--- config.mk ---
export PLATFORM = sky130hd
export DESIGN_NAME = inpkt_parser
export DESIGN_NICKNAME = d
export VERILOG_FILES = /design/src/rtl/inpkt_parser.sv
export SDC_FILE = /design/constraint.sdc
export NUM_CORES = 1
export LEC_CHECK = 0
export ABC_AREA = 1
export ABC_CLOCK_PERIOD_IN_PS = 2000
export CAP_MARGIN = 20
export CORE_UTILIZATION = 42
export CTS_CLUSTER_SIZE = 16
export DETAILED_ROUTE_END_ITERATION = 8
export GPL_ROUTABILITY_DRIVEN = 0
export PLACE_DENSITY = 0.59
export SYNTH_ARGS = -nofsm -noshare
export SYNTH_HDL_FRONTEND = slang
export SYNTH_SLANG_ARGS = --single-unit
--- constraint.sdc ---
create_clock -name CLK -period 2 [get_ports CLK]
set_input_delay 0.2 -clock CLK [delete_from_list [all_inputs] [get_ports CLK]]
set_output_delay 0.2 -clock CLK [all_outputs]
set_load 0.05 [all_outputs]
--- src/rtl/inpkt_parser.sv ---
// Input-side packet parser: validates the 10-byte header, forwards the payload cut-through, checks the trailer.
// Optional checksum verification is enabled by defining INPKT_CHECKSUM_EN.
module inpkt_parser #(
    parameter logic [7:0] PKT_VERSION  = 8'd1,
    parameter int         PKT_MAX_LEN  = 65536,
    parameter logic [7:0] PKT_TYPE_MAX = 8'd3
) (
    input  logic        CLK,
    input  logic        RESET,
    input  logic [7:0]  din,
    output logic        rd_en,
    input  logic        empty,
    output logic [7:0]  dout,
    output logic        wr_en,
    input  logic        full,
    output logic [7:0]  pkt_type,
    output logic [15:0] pkt_id,
    output logic        pkt_start,
    output logic        pkt_end,
    output logic [7:0]  pkt_comm_status
);
    localparam logic [23:0] MAX_LEN = 24'(PKT_MAX_LEN);

    typedef enum logic [1:0] {S_HEADER, S_PAYLOAD, S_CSUM, S_ERROR} state_t;

    state_t      state_q, state_d;
    logic [3:0]  idx_q, idx_d;
    logic [23:0] len_q, len_d;
    logic [23:0] rem_q, rem_d;
    logic [7:0]  type_tmp_q, type_tmp_d;
    logic [7:0]  id_lo_q, id_lo_d;
    logic [7:0]  pkt_type_q, pkt_type_d;
    logic [15:0] pkt_id_q, pkt_id_d;
    logic [7:0]  status_q, status_d;
    logic        start_q, start_d;
    logic        end_q, end_d;
`ifdef INPKT_CHECKSUM_EN
    logic [15:0] acc_q, acc_d;
    logic [7:0]  csum_lo_q, csum_lo_d;
`endif

    logic        rd;
    logic        err;
    logic [7:0]  err_code;
    logic [23:0] len_full;

    always_comb begin
        state_d    = state_q;
        idx_d      = idx_q;
        len_d      = len_q;
        rem_d      = rem_q;
        type_tmp_d = type_tmp_q;
        id_lo_d    = id_lo_q;
        pkt_type_d = pkt_type_q;
        pkt_id_d   = pkt_id_q;
        status_d   = status_q;
        start_d    = 1'b0;
        end_d      = 1'b0;
`ifdef INPKT_CHECKSUM_EN
        acc_d      = acc_q;
        csum_lo_d  = csum_lo_q;
`endif
        err        = 1'b0;
        err_code   = 8'h00;
        len_full   = {din, len_q[15:0]};

        case (state_q)
            S_HEADER:  rd = ~empty;
            S_PAYLOAD: rd = ~empty & ~full;
            S_CSUM:    rd = ~empty;
            default:   rd = 1'b0;
        endcase
        if (RESET) rd = 1'b0;

        if (rd) begin
            case (state_q)
                S_HEADER: begin
                    idx_d = idx_q + 4'd1;
                    case (idx_q)
                        4'd0: if (din != PKT_VERSION) begin err = 1'b1; err_code = 8'h01; end
                        4'd1: begin
                            if (din == 8'd0 || din > PKT_TYPE_MAX) begin
                                err = 1'b1; err_code = 8'h02;
                            end
                            type_tmp_d = din;
                        end
                        4'd2, 4'd3, 4'd7: if (din != 8'd0) begin err = 1'b1; err_code = 8'h05; end
                        4'd4: len_d[7:0]  = din;
                        4'd5: len_d[15:8] = din;
                        4'd6: begin
                            len_d[23:16] = din;
                            if (len_full == 24'd0 || len_full > MAX_LEN) begin
                                err = 1'b1; err_code = 8'h03;
                            end
                        end
                        4'd8: id_lo_d = din;
                        default: begin
                            pkt_type_d = type_tmp_q;
                            pkt_id_d   = {din, id_lo_q};
                            start_d    = 1'b1;
                            rem_d      = len_q;
                            idx_d      = 4'd0;
                            state_d    = S_PAYLOAD;
`ifdef INPKT_CHECKSUM_EN
                            acc_d      = 16'd0;
`endif
                        end
                    endcase
                end
                S_PAYLOAD: begin
                    rem_d = rem_q - 24'd1;
`ifdef INPKT_CHECKSUM_EN
                    acc_d = acc_q + {8'h00, din};
`endif
                    if (rem_q == 24'd1) begin
                        state_d = S_CSUM;
                        idx_d   = 4'd0;
                    end
                end
                S_CSUM: begin
                    if (idx_q == 4'd0) begin
                        idx_d = 4'd1;
`ifdef INPKT_CHECKSUM_EN
                        csum_lo_d = din;
`endif
                    end else begin
                        idx_d   = 4'd0;
                        state_d = S_HEADER;
`ifdef INPKT_CHECKSUM_EN
                        if ({din, csum_lo_q} == ~acc_q) end_d = 1'b1;
                        else begin err = 1'b1; err_code = 8'h04; end
`else
                        end_d = 1'b1;
`endif
                    end
                end
                default: ;
            endcase
        end

        // ERROR holds until reset; nothing else is consumed.
        if (err) begin
            state_d  = S_ERROR;
            status_d = err_code;
        end
    end

    always_ff @(posedge CLK) begin
        if (RESET) begin
            state_q    <= S_HEADER;
            idx_q      <= 4'd0;
            len_q      <= 24'd0;
            rem_q      <= 24'd0;
            type_tmp_q <= 8'd0;
            id_lo_q    <= 8'd0;
            pkt_type_q <= 8'd0;
            pkt_id_q   <= 16'd0;
            status_q   <= 8'd0;
            start_q    <= 1'b0;
            end_q      <= 1'b0;
`ifdef INPKT_CHECKSUM_EN
            acc_q      <= 16'd0;
            csum_lo_q  <= 8'd0;
`endif
        end else begin
            state_q    <= state_d;
            idx_q      <= idx_d;
            len_q      <= len_d;
            rem_q      <= rem_d;
            type_tmp_q <= type_tmp_d;
            id_lo_q    <= id_lo_d;
            pkt_type_q <= pkt_type_d;
            pkt_id_q   <= pkt_id_d;
            status_q   <= status_d;
            start_q    <= start_d;
            end_q      <= end_d;
`ifdef INPKT_CHECKSUM_EN
            acc_q      <= acc_d;
            csum_lo_q  <= csum_lo_d;
`endif
        end
    end

    assign rd_en           = rd;
    assign dout            = din;
    assign wr_en           = rd && (state_q == S_PAYLOAD);
    assign pkt_type        = pkt_type_q;
    assign pkt_id          = pkt_id_q;
    assign pkt_start       = start_q;
    assign pkt_end         = end_q;
    assign pkt_comm_status = status_q;
endmodule

==> results of run 1 <==
[state kept, by name, summed over array words and instances (netlist names)]
name / count
pkt_comm_status: 3
state_q: 2
idx_q: 4
pkt_end: 1
pkt_start: 1
pkt_id: 16
id_lo_q: 8
pkt_type: 8
type_tmp_q: 8
len_q: 24
rem_q: 24
[power by group]
| group | total (mW) | switching (mW) | internal, mW |
|---|---|---|---|
| Clock | 1.85 | 0.848 | 1.01 |
| Sequential | 2.13 | 0.0795 | 2.05 |
| Combinational | 1.75 | 1.08 | 0.674 |
| Total | 5.73 | 2.00 | 3.73 |
[area by class of cell]
type / count / area [µm²] / share of cell area
sequential: 99 / 1994 / 0.3195
timing repair inverter: 1 / 8.758 / 0.001403
multi-input combinational: 493 / 2481 / 0.3975
clock inverter: 7 / 90.09 / 0.01443
tap: 140 / 175.2 / 0.02806
timing repair buffer: 99 / 1040 / 0.1666
clock buffer: 9 / 225.2 / 0.03608
inverter: 55 / 227.7 / 0.03648
[cells by family after synthesis]
| logic type | after synthesis | synth area share |
|---|---|---|
| AND/OR/NAND/NOR | 301 | 0.2647 |
| AO/OA/AOI/OAI | 168 | 0.1844 |
| flip-flops | 99 | 0.4155 |
| buffers and inverters | 97 | 0.09103 |
| adder cells (fa/ha/maj) | 11 | 0.02886 |
| XOR/XNOR | 8 | 0.01469 |
| other | 1 | 0.0007862 |
[repair_timing]
action,4_1_cts,5_1_grt
setup buffers,0,4
endpoints found under the hold margin,0,0
resized for setup,6,49
cloned,0,3
pin swaps,1,8
endpoints found under the setup margin,26,84
[cell usage in the layout (no fill, tap or decap), types with 9 or more instances in the layout]
master | synthesis | routed
nand2_1 | 141 | 137
nor2_1 | 103 | 100
dfxtp_1 | 99 | 95
a21oi_1 | 89 | 88
o21ai_0 | 60 | 53
inv_1 | 50 | 44
buf_4 | 14 | 43
clkdlybuf4s50_1 | 0 | 39
nand3_1 | 28 | 27
buf_12 | 0 | 13
clkbuf_16 | 0 | 11
nor3_1 | 13 | 10
o21ai_1 | 3 | 9
[routing by layer]
metal / up-vias / track usage
met5: - / 0
met4: 0 / 0.06274
met3: 15 / 0.05546
met2: 93 / 0.3693
met1: 2137 / 0.3119
li1: 2381 / -
[path summary, 6_finish.rpt]
check	start	endpoint	slack, ps	cells after the start
max	idx_q[1]	rem_q[12]	110	11
max reg2reg	idx_q[1]	rem_q[12]	110	11
min	RESET	pkt_end	270	4
min reg2reg	id_lo_q[1]	pkt_id[1]	460	2
[stage by stage]
step                hold slack [ps]  instance area (µm²)  setup slack (ps)  power, mW    util
finish                        266.3                 6242             108.0      5.734  0.5708
global route                  268.7                 6242            -23.40      6.054  0.5708
CTS                           308.0                 6012             1.742      5.643  0.5498
detailed placement            451.2                 5685            -72.86      3.770  0.5199
global placement              450.3                 5685            -60.52      3.759  0.5199
floorplan                     334.9                 4795             6.795      3.245       -
[worst max-delay path, cell delays in order, from the launching register on]
cell	delay, ps
dfxtp_2	360
inv_1	80
ha_1	200
inv_2	70
nor2_1	80
nor3_2	280
nand3_4	180
nand2_8	160
clkinv_8	90
a21oi_1	120
o21ai_0	90
a21oi_1	120
==> results.sh, run 1 <==
export IMPL_outcome="finished, final reports clean"
export IMPL_ant_nets=0
export IMPL_die_h_um=108.6
export IMPL_max_freq_mhz=528.5
export IMPL_finClkSkew_ps=8.787
export IMPL_io_buffers=50
export IMPL_grt_antenna_before_repair=0
export IMPL_ys_seq_area_frac=0.4155
export IMPL_cts_tree="built"
export IMPL_maxCapViolCount=0
export IMPL_arrival_ps=2170
export IMPL_post_synth_top_count_cell="nand2_1"
export IMPL_synthTopCellsByArea="dfxtp_1, nand2_1, a21oi_1"
export IMPL_num_vias=4626
export IMPL_crit_type="flip-flop to flip-flop"
export IMPL_wl_met2_mm=6.413
export IMPL_p_per_area_nw_per_um2=918.6
export IMPL_instances_no_fill=903
export IMPL_row_count=38
export IMPL_gr_usage_all_layers=0.2318
export IMPL_initial_core_util=0.4362
export IMPL_die_area_um2=11790
export IMPL_wl_met1_mm=6.358
export IMPL_syn_area_um2=4770
export IMPL_yosysTopAreaCell="dfxtp_1"
export IMPL_crit_fanout=12
export IMPL_worst_pin_slew_ps=522.9
export IMPL_die_w_um=108.6
export IMPL_synthArstFlopShare=0
export IMPL_area_growth_pct=30.88
export IMPL_grt_pass1_wl_mm=20.78
export IMPL_routed_top_layer="met4"
export IMPL_grt_overflow_total=0
export IMPL_hold_violations=0
export IMPL_nNetsFinal=781
export IMPL_cp_required_ps=2280
export IMPL_clock_latency_ps=360
export IMPL_viasPerCell=5.123
export IMPL_ys_ff_latch=99
export IMPL_path_clk_slew_ps=80
export IMPL_grt_max_degree=49
export IMPL_route_met3_wl_um=630
export IMPL_pin_count=56
export IMPL_fillerInstances=1044
export IMPL_ctsRootBufferMaster="clkbuf_16"
export IMPL_min_path_type="input pin to flip-flop"
export IMPL_synth_edf_count=0
export IMPL_dpl_hpwl_mm=9.057
export IMPL_synthFlopType="dfxtp_1"
export IMPL_fin_setup_tns_ps=0
export IMPL_vdd_drop_max_mv=0.7352
export IMPL_cts_buffer_depth=2
export IMPL_synthCells=685
export IMPL_drcViolationCount=0
export IMPL_ys_types=36
export IMPL_drive_above_1_share=0.1560
export IMPL_coreArea_um2=10940
export IMPL_wl_per_cell_um=15.01
export IMPL_period_needed_ps=1892
export IMPL_n_antenna_cell=0
export IMPL_setup_viol=0
export IMPL_h_tree_depth=3
export IMPL_yosysTopAreaCellShare=0.4155
export IMPL_cp_end_kind="flip-flop"
export IMPL_placedCellCount=880
export IMPL_fin_crit_sh=0.9460
export IMPL_drt_total_wl_mm=13.56
export IMPL_cts_sinks=99
export IMPL_drtIter0Drc=302
export IMPL_grt_pass1_vias=4114
export IMPL_synth_commonest_cells="nand2_1, nor2_1, dfxtp_1"
export IMPL_hold_buffers=0
export IMPL_setup_worst_path_start_class="flip-flop"
export IMPL_p_leak_nw=2.520
export IMPL_cts_made_buffers=9
export IMPL_yosysWarnings=0
export IMPL_drv_slew=0
export IMPL_first_pass_iters=5
export IMPL_syn_avg_cell_area_um2=6.963
export IMPL_relSlewSlack=0.6514
No activity file was read; power rests on OpenSTA's default activity.
==> inputs of run 2 (changes only) <==
- ABC_AREA: 1 -> unset
==> results.sh, run 2 <==
export IMPL_period_needed_ps=2200
export IMPL_synthFlopType="dfxtp_1"
export IMPL_cts_made_buffers=9
export IMPL_path_clk_slew_ps=70
export IMPL_crit_fanout=6
export IMPL_die_h_um=108.5
export IMPL_die_area_um2=11780
export IMPL_synthMuxAreaShare=0.06747
export IMPL_grt_max_degree=75
export IMPL_num_vias=4637
export IMPL_viasPerCell=5.468
export IMPL_seqPwrFrac=0.420
export IMPL_dpl_hpwl_mm=9.109
export IMPL_ys_types=59
export IMPL_crit_type="flip-flop to flip-flop"
export IMPL_yosys_area_share_simple=0.2326
export IMPL_syn_avg_cell_area_um2=8.023
export IMPL_ys_ff_latch=99
export IMPL_arrival_ps=2470
export IMPL_crit_chain="or4_4 > or4_4 > o41ai_4 > and2_4 > a41oi_2 > a211oi_2"
export IMPL_ys_seq_area_frac=0.4159
export IMPL_grt_antenna_before_repair=0
export IMPL_synthCells=594
export IMPL_regToRegSetupSlack_ps=-200
export IMPL_p_per_area_nw_per_um2=714.6
export IMPL_crit_slowest_cell="or4_4"
export IMPL_cp_top_family="simple AND/OR/NAND/NOR gates"
export IMPL_setup_viol=7
export IMPL_ctsRootBufferMaster="clkbuf_16"
export IMPL_rr_startpoint="rem_q[16]"
export IMPL_power_mw=4.842
export IMPL_pwr_share_clk=0.361
export IMPL_post_synth_top_count_cell="dfxtp_1"
export IMPL_synth_top_family_by_area="simple AND/OR/NAND/NOR gates"
export IMPL_crit_start="rem_q[16]"
export IMPL_drcViolationCount=0
export IMPL_drt_total_wl_mm=14.16
export IMPL_first_pass_iters=5
export IMPL_cp_end_kind="flip-flop"
export IMPL_grt_pass1_wl_mm=21.53
export IMPL_wl_per_cell_um=16.70
export IMPL_maxCapViolCount=0
export IMPL_grt_overflow_total=0
export IMPL_fin_crit_sh=1.100
export IMPL_cts_sinks=99
export IMPL_placedCellCount=817
export IMPL_coreArea_um2=10940
export IMPL_slowest_delay_ps=550
export IMPL_grt_pass1_vias=4306
export IMPL_nNetsFinal=726
export IMPL_synth_compound_area_frac=0.1893
export IMPL_outcome="finished, violations left"
export IMPL_yosysWarnings=0
export IMPL_fillerInstances=945
export IMPL_cts_buffer_depth=2
export IMPL_min_path_type="input pin to flip-flop"
export IMPL_final_common_cell="dfxtp_1"
export IMPL_initial_core_util=0.4358
export IMPL_yosysTopAreaCellShare=0.4159
export IMPL_area_growth_pct=42.16
export IMPL_synthTopCellsByArea="dfxtp_1, a21oi_1, nand2_1"
export IMPL_worst_pin_slew_ps=829.2
export IMPL_drtIter0Drc=259
export IMPL_final_cell_mix="dfxtp_1, nand2_1, buf_4"
export IMPL_syn_area_um2=4766
export IMPL_h_tree_depth=3
export IMPL_gr_usage_all_layers=0.2404
export IMPL_n_antenna_cell=0
export IMPL_ant_nets=0
export IMPL_relSlewSlack=0.4472
export IMPL_synth_commonest_cells="dfxtp_1, nand2_1, a21oi_1, nor2_1, o21ai_0"
export IMPL_synth_fa_ha_area_frac=0.02888
export IMPL_max_freq_mhz=454.6
export IMPL_crit_buf_inv=0
export IMPL_combPwrFrac=0.218
export IMPL_yosysTopAreaCell="dfxtp_1"
export IMPL_rsz0062_at_grt="yes"
export IMPL_intPower_mw=3.420
export IMPL_synth_xor_area_frac=0.001838
export IMPL_synth_edf_count=0
export IMPL_finClkSkew_ps=9.418
export IMPL_instances_no_fill=848
export IMPL_io_buffers=50
export IMPL_hold_start="RESET"
export IMPL_drive_above_1_share=0.2627
export IMPL_p_leak_nw=2.661
export IMPL_fin_hold_ws_ps=370.6
export IMPL_switching_share=0.2935
export IMPL_die_w_um=108.5
export IMPL_pin_count=56
export IMPL_path_common_cell="or4_4"
export IMPL_cts_tree="built"
export IMPL_row_count=38
export IMPL_drv_slew=0
export IMPL_hold_violations=0
export IMPL_p_switching_mw=1.421
export IMPL_cp_required_ps=2270
export IMPL_synthArstFlopShare=0
export IMPL_setup_worst_path_start_class="flip-flop"
export IMPL_vdd_drop_max_mv=0.5631
export IMPL_violations="setup timing"
export IMPL_clock_latency_ps=350
export IMPL_setup_ws_ps=-199.9
==> run 2: cell types whose count changed after synthesis, sizes merged, moves of 7 or more <==
cell    delta
nor4      +11
mux2i     +31
a21oi     -24
nor2b     +14
nand3     -13
clkbuf    +13
nand2     -58
inv       -37
buf        -7
nor2      -39
nand2b     +8
o21ai     -28
==> run 2: metal layers <==
metal	part of all wire	wire length (µm)	track usage
met3	0.061	868	0.05907
met4	0.017	247	0.09363
met2	0.47	6709	0.3879
met1	0.45	6333	0.3077
met5	0	0	0
==> run 2: worst paths after layout <==
kind                                   end  depth (start not counted)
worst max-delay path              idx_q[3]                          6
worst min-delay path            id_lo_q[5]                          3
worst max register to register    idx_q[3]                          6
worst min register to register   len_q[16]                          2
==> run 2: kinds of logic after synthesis <==
logic type      after synthesis
buf+inv                      65
compound gates              147
fa+ha+maj                    11
xor+xnor                      1
simple gates                238
flops                        99
mux                          32
other cells                   1
==> run 2: through the flow <==
| step | setup WS [ps] | utilization | setup TNS (ps) | instance area (µm²) |
|---|---|---|---|---|
| floorplan | -218.8 | - | -622.2 | 4850 |
| global placement | -275.4 | 0.5479 | -4110 | 5992 |
| detailed placement | -359.7 | 0.5479 | -7833 | 5992 |
| CTS | -189.6 | 0.5932 | -3436 | 6487 |
| global route | -277.7 | 0.6196 | -3979 | 6775 |
| finish | -199.9 | 0.6196 | -932.1 | 6775 |
==> run 2: worst register-to-register path: stages (launching register included) <==
cell,delay [ps]
dfxtp_2,320
or4_4,550
or4_4,460
o41ai_4,240
and2_4,230
a41oi_2,110
a211oi_2,210
==> run 2: layout make-up <==
type | count | area (µm²) | area share
multi-input combinational | 434 | 2788 | 0.4114
sequential | 99 | 1993 | 0.2942
timing repair buffer | 142 | 1451 | 0.2142
clock buffer | 12 | 266.5 | 0.03934
tap | 140 | 175.2 | 0.02585
inverter | 17 | 68.82 | 0.01016
clock inverter | 4 | 32.53 | 0.004801
==> run 2: power by group through the flow <==
stage               combinational, mW  sequential (mW)  clock (mW)
floorplan                       0.513             2.11           0
global placement                0.866             2.07           0
detailed placement              0.879             2.07           0
CTS                             0.952             2.03        1.78
global route                     1.13             2.04        1.87
finish                           1.06             2.04        1.75
==> run 2: what timing repair did <==
item	4_1_cts	5_1_grt
gates cloned	1	3
setup endpoints to repair	66	77
resized for setup	31	58
hold buffers	0	0
pin swaps	13	14
buffers inserted	8	4
==> inputs of run 3 (changes only) <==
- GPL_ROUTABILITY_DRIVEN: 0 -> unset
- SLEW_MARGIN: unset -> 30
==> results.sh, run 3 (synthesis results as in run 2) <==
export IMPL_crit_buf_inv=0
export IMPL_path_clk_slew_ps=70
export IMPL_ant_nets=0
export IMPL_grt_pass1_wl_mm=22.32
export IMPL_path_common_cell="or4_4"
export IMPL_slowest_delay_ps=540
export IMPL_rr_startpoint="rem_q[16]"
export IMPL_crit_chain="or4_4 > or4_4 > o41ai_4 > and2_4 > a41oi_2 > a211oi_2"
export IMPL_switching_share=0.2903
export IMPL_setup_ws_ps=-188.8
export IMPL_row_count=38
export IMPL_min_to="id_lo_q[5]"
export IMPL_n_antenna_cell=0
export IMPL_fin_hold_ws_ps=362.9
export IMPL_crit_type="flip-flop to flip-flop"
export IMPL_p_leak_nw=2.711
export IMPL_setup_worst_path_start_class="flip-flop"
export IMPL_regToRegSetupSlack_ps=-190
export IMPL_max_freq_mhz=456.9
export IMPL_reg2reg_depth=6
export IMPL_p_per_area_nw_per_um2=725.0
export IMPL_crit_slowest_cell="or4_4"
export IMPL_combPwrFrac=0.218
export IMPL_hold_buffers=0
export IMPL_final_util=0.6268
export IMPL_ctsRootBufferMaster="clkbuf_16"
export IMPL_gr_usage_all_layers=0.2473
export IMPL_crit_fanout=7
export IMPL_cts_sinks=99
export IMPL_grt_antenna_before_repair=0
export IMPL_wl_per_cell_um=16.30
export IMPL_outcome="finished, violations left"
export IMPL_dpl_hpwl_mm=8.999
export IMPL_cp_required_ps=2260
export IMPL_cp_top_family="simple AND/OR/NAND/NOR gates"
export IMPL_clock_latency_ps=350
export IMPL_maxCapViolCount=0
export IMPL_drtIter0Drc=273
export IMPL_area_growth_pct=43.82
export IMPL_period_needed_ps=2189
export IMPL_worst_pin_slew_ps=797.5
export IMPL_viasPerCell=5.434
export IMPL_worstHoldPathCells=3
export IMPL_die_w_um=108.5
export IMPL_relSlewSlack=0.4683
export IMPL_grt_pass1_vias=4417
export IMPL_final_cell_mix="dfxtp_1, nand2_1, buf_4"
export IMPL_seqPwrFrac=0.409
export IMPL_rsz0062_at_grt="yes"
export IMPL_cts_made_buffers=9
export IMPL_cts_buffer_depth=2
export IMPL_io_buffers=50
export IMPL_fin_setup_tns_ps=-626.8
export IMPL_coreArea_um2=10940
export IMPL_initial_core_util=0.4358
export IMPL_setup_viol=6
export IMPL_p_switching_mw=1.442
export IMPL_fin_crit_sh=1.094
export IMPL_finClkSkew_ps=8.371
export IMPL_first_pass_iters=4
export IMPL_drv_slew=0
export IMPL_drive_above_1_share=0.2630
export IMPL_cts_tree="built"
export IMPL_num_vias=4624
export IMPL_drt_total_wl_mm=13.87
export IMPL_min_path_type="input pin to flip-flop"
export IMPL_hold_start="RESET"
export IMPL_grt_overflow_total=0
export IMPL_arrival_ps=2450
export IMPL_hold_violations=0
export IMPL_violations="setup timing"
export IMPL_power_mw=4.969
export IMPL_die_h_um=108.5
export IMPL_final_common_cell="dfxtp_1"
export IMPL_cp_end_kind="flip-flop"
export IMPL_nNetsFinal=729
export IMPL_drcViolationCount=0
export IMPL_intPower_mw=3.527
export IMPL_h_tree_depth=3
export IMPL_grt_max_degree=75
export IMPL_place_gp_congestion=0.8234
export IMPL_vdd_drop_max_mv=0.7331
export IMPL_die_area_um2=11780
export IMPL_pwr_share_clk=0.373
export IMPL_pin_count=56
export IMPL_r2r_end="idx_q[3]"
## run 3: changes by cell type in the layout (fill, tap and decap cells not counted), moves of 3 or more
cell / delta
o21ai_2: -4
o21ai_0: +7
clkbuf_16: -3
o21ai_1: -3
## run 3: worst min-delay path: stages
cell    delay, ps
buf_2         140
buf_4         220
nor2_1        110
## run 3: layout make-up
type,count,area (µm²)
Timing Repair Buffer,145,1485
Fill cell,956,4081
Inverter,17,71.32
Clock inverter,6,78.83
Sequential cell,99,1998
Tap cell,140,175.2
Multi-Input combinational cell,434,2806
Clock buffer,10,239.0
## run 3: worst max path at each step
stage	depth (start not counted)	endpoint	slack [ps]	startpoint
3_5_place_dp	8	pkt_comm_status[2]	-370	din[2]
4_1_cts	6	idx_q[3]	-200	rem_q[16]
2_1_floorplan	7	idx_q[3]	-220	rem_q[16]
6_report	6	idx_q[3]	-190	rem_q[16]
5_1_grt	6	idx_q[3]	-280	rem_q[16]
3_3_place_gp	8	pkt_comm_status[2]	-270	din[2]
## run 3: through the flow
step | worst slack, ps | cell area [µm²] | std cells
global route | -279.6 | 6854 | 851
detailed placement | -366.9 | 6020 | 819
floorplan | -218.8 | 4850 | 598
finish | -188.8 | 6854 | 851
CTS | -201.2 | 6640 | 846
global placement | -269.9 | 6020 | 819
## run 3: power by group through the flow
stage                     Sequential (mW)  Combinational (mW)  Clock, mW
after detailed placement             2.07               0.893          0
after global placement               2.07               0.888          0
final                                2.03                1.08       1.85
after floorplan                      2.11               0.513          0
after global routing                 2.04                1.16       1.99
after CTS                            2.03                1.00       1.89
## run 3: metal layers
metal,global-route usage,vias to the layer above,wire (µm)
met5,0,-,0
met4,0.08687,0,279
met3,0.06329,23,718
met2,0.4005,142,6584
met1,0.3171,2182,6285
li1,-,2277,-
## run 3: repair_timing
action,CTS,global route
gates resized for setup,42,51
hold endpoints to repair,0,0
setup endpoints to repair,58,73
pin swaps,12,16
setup buffers,9,7
gates cloned,3,0
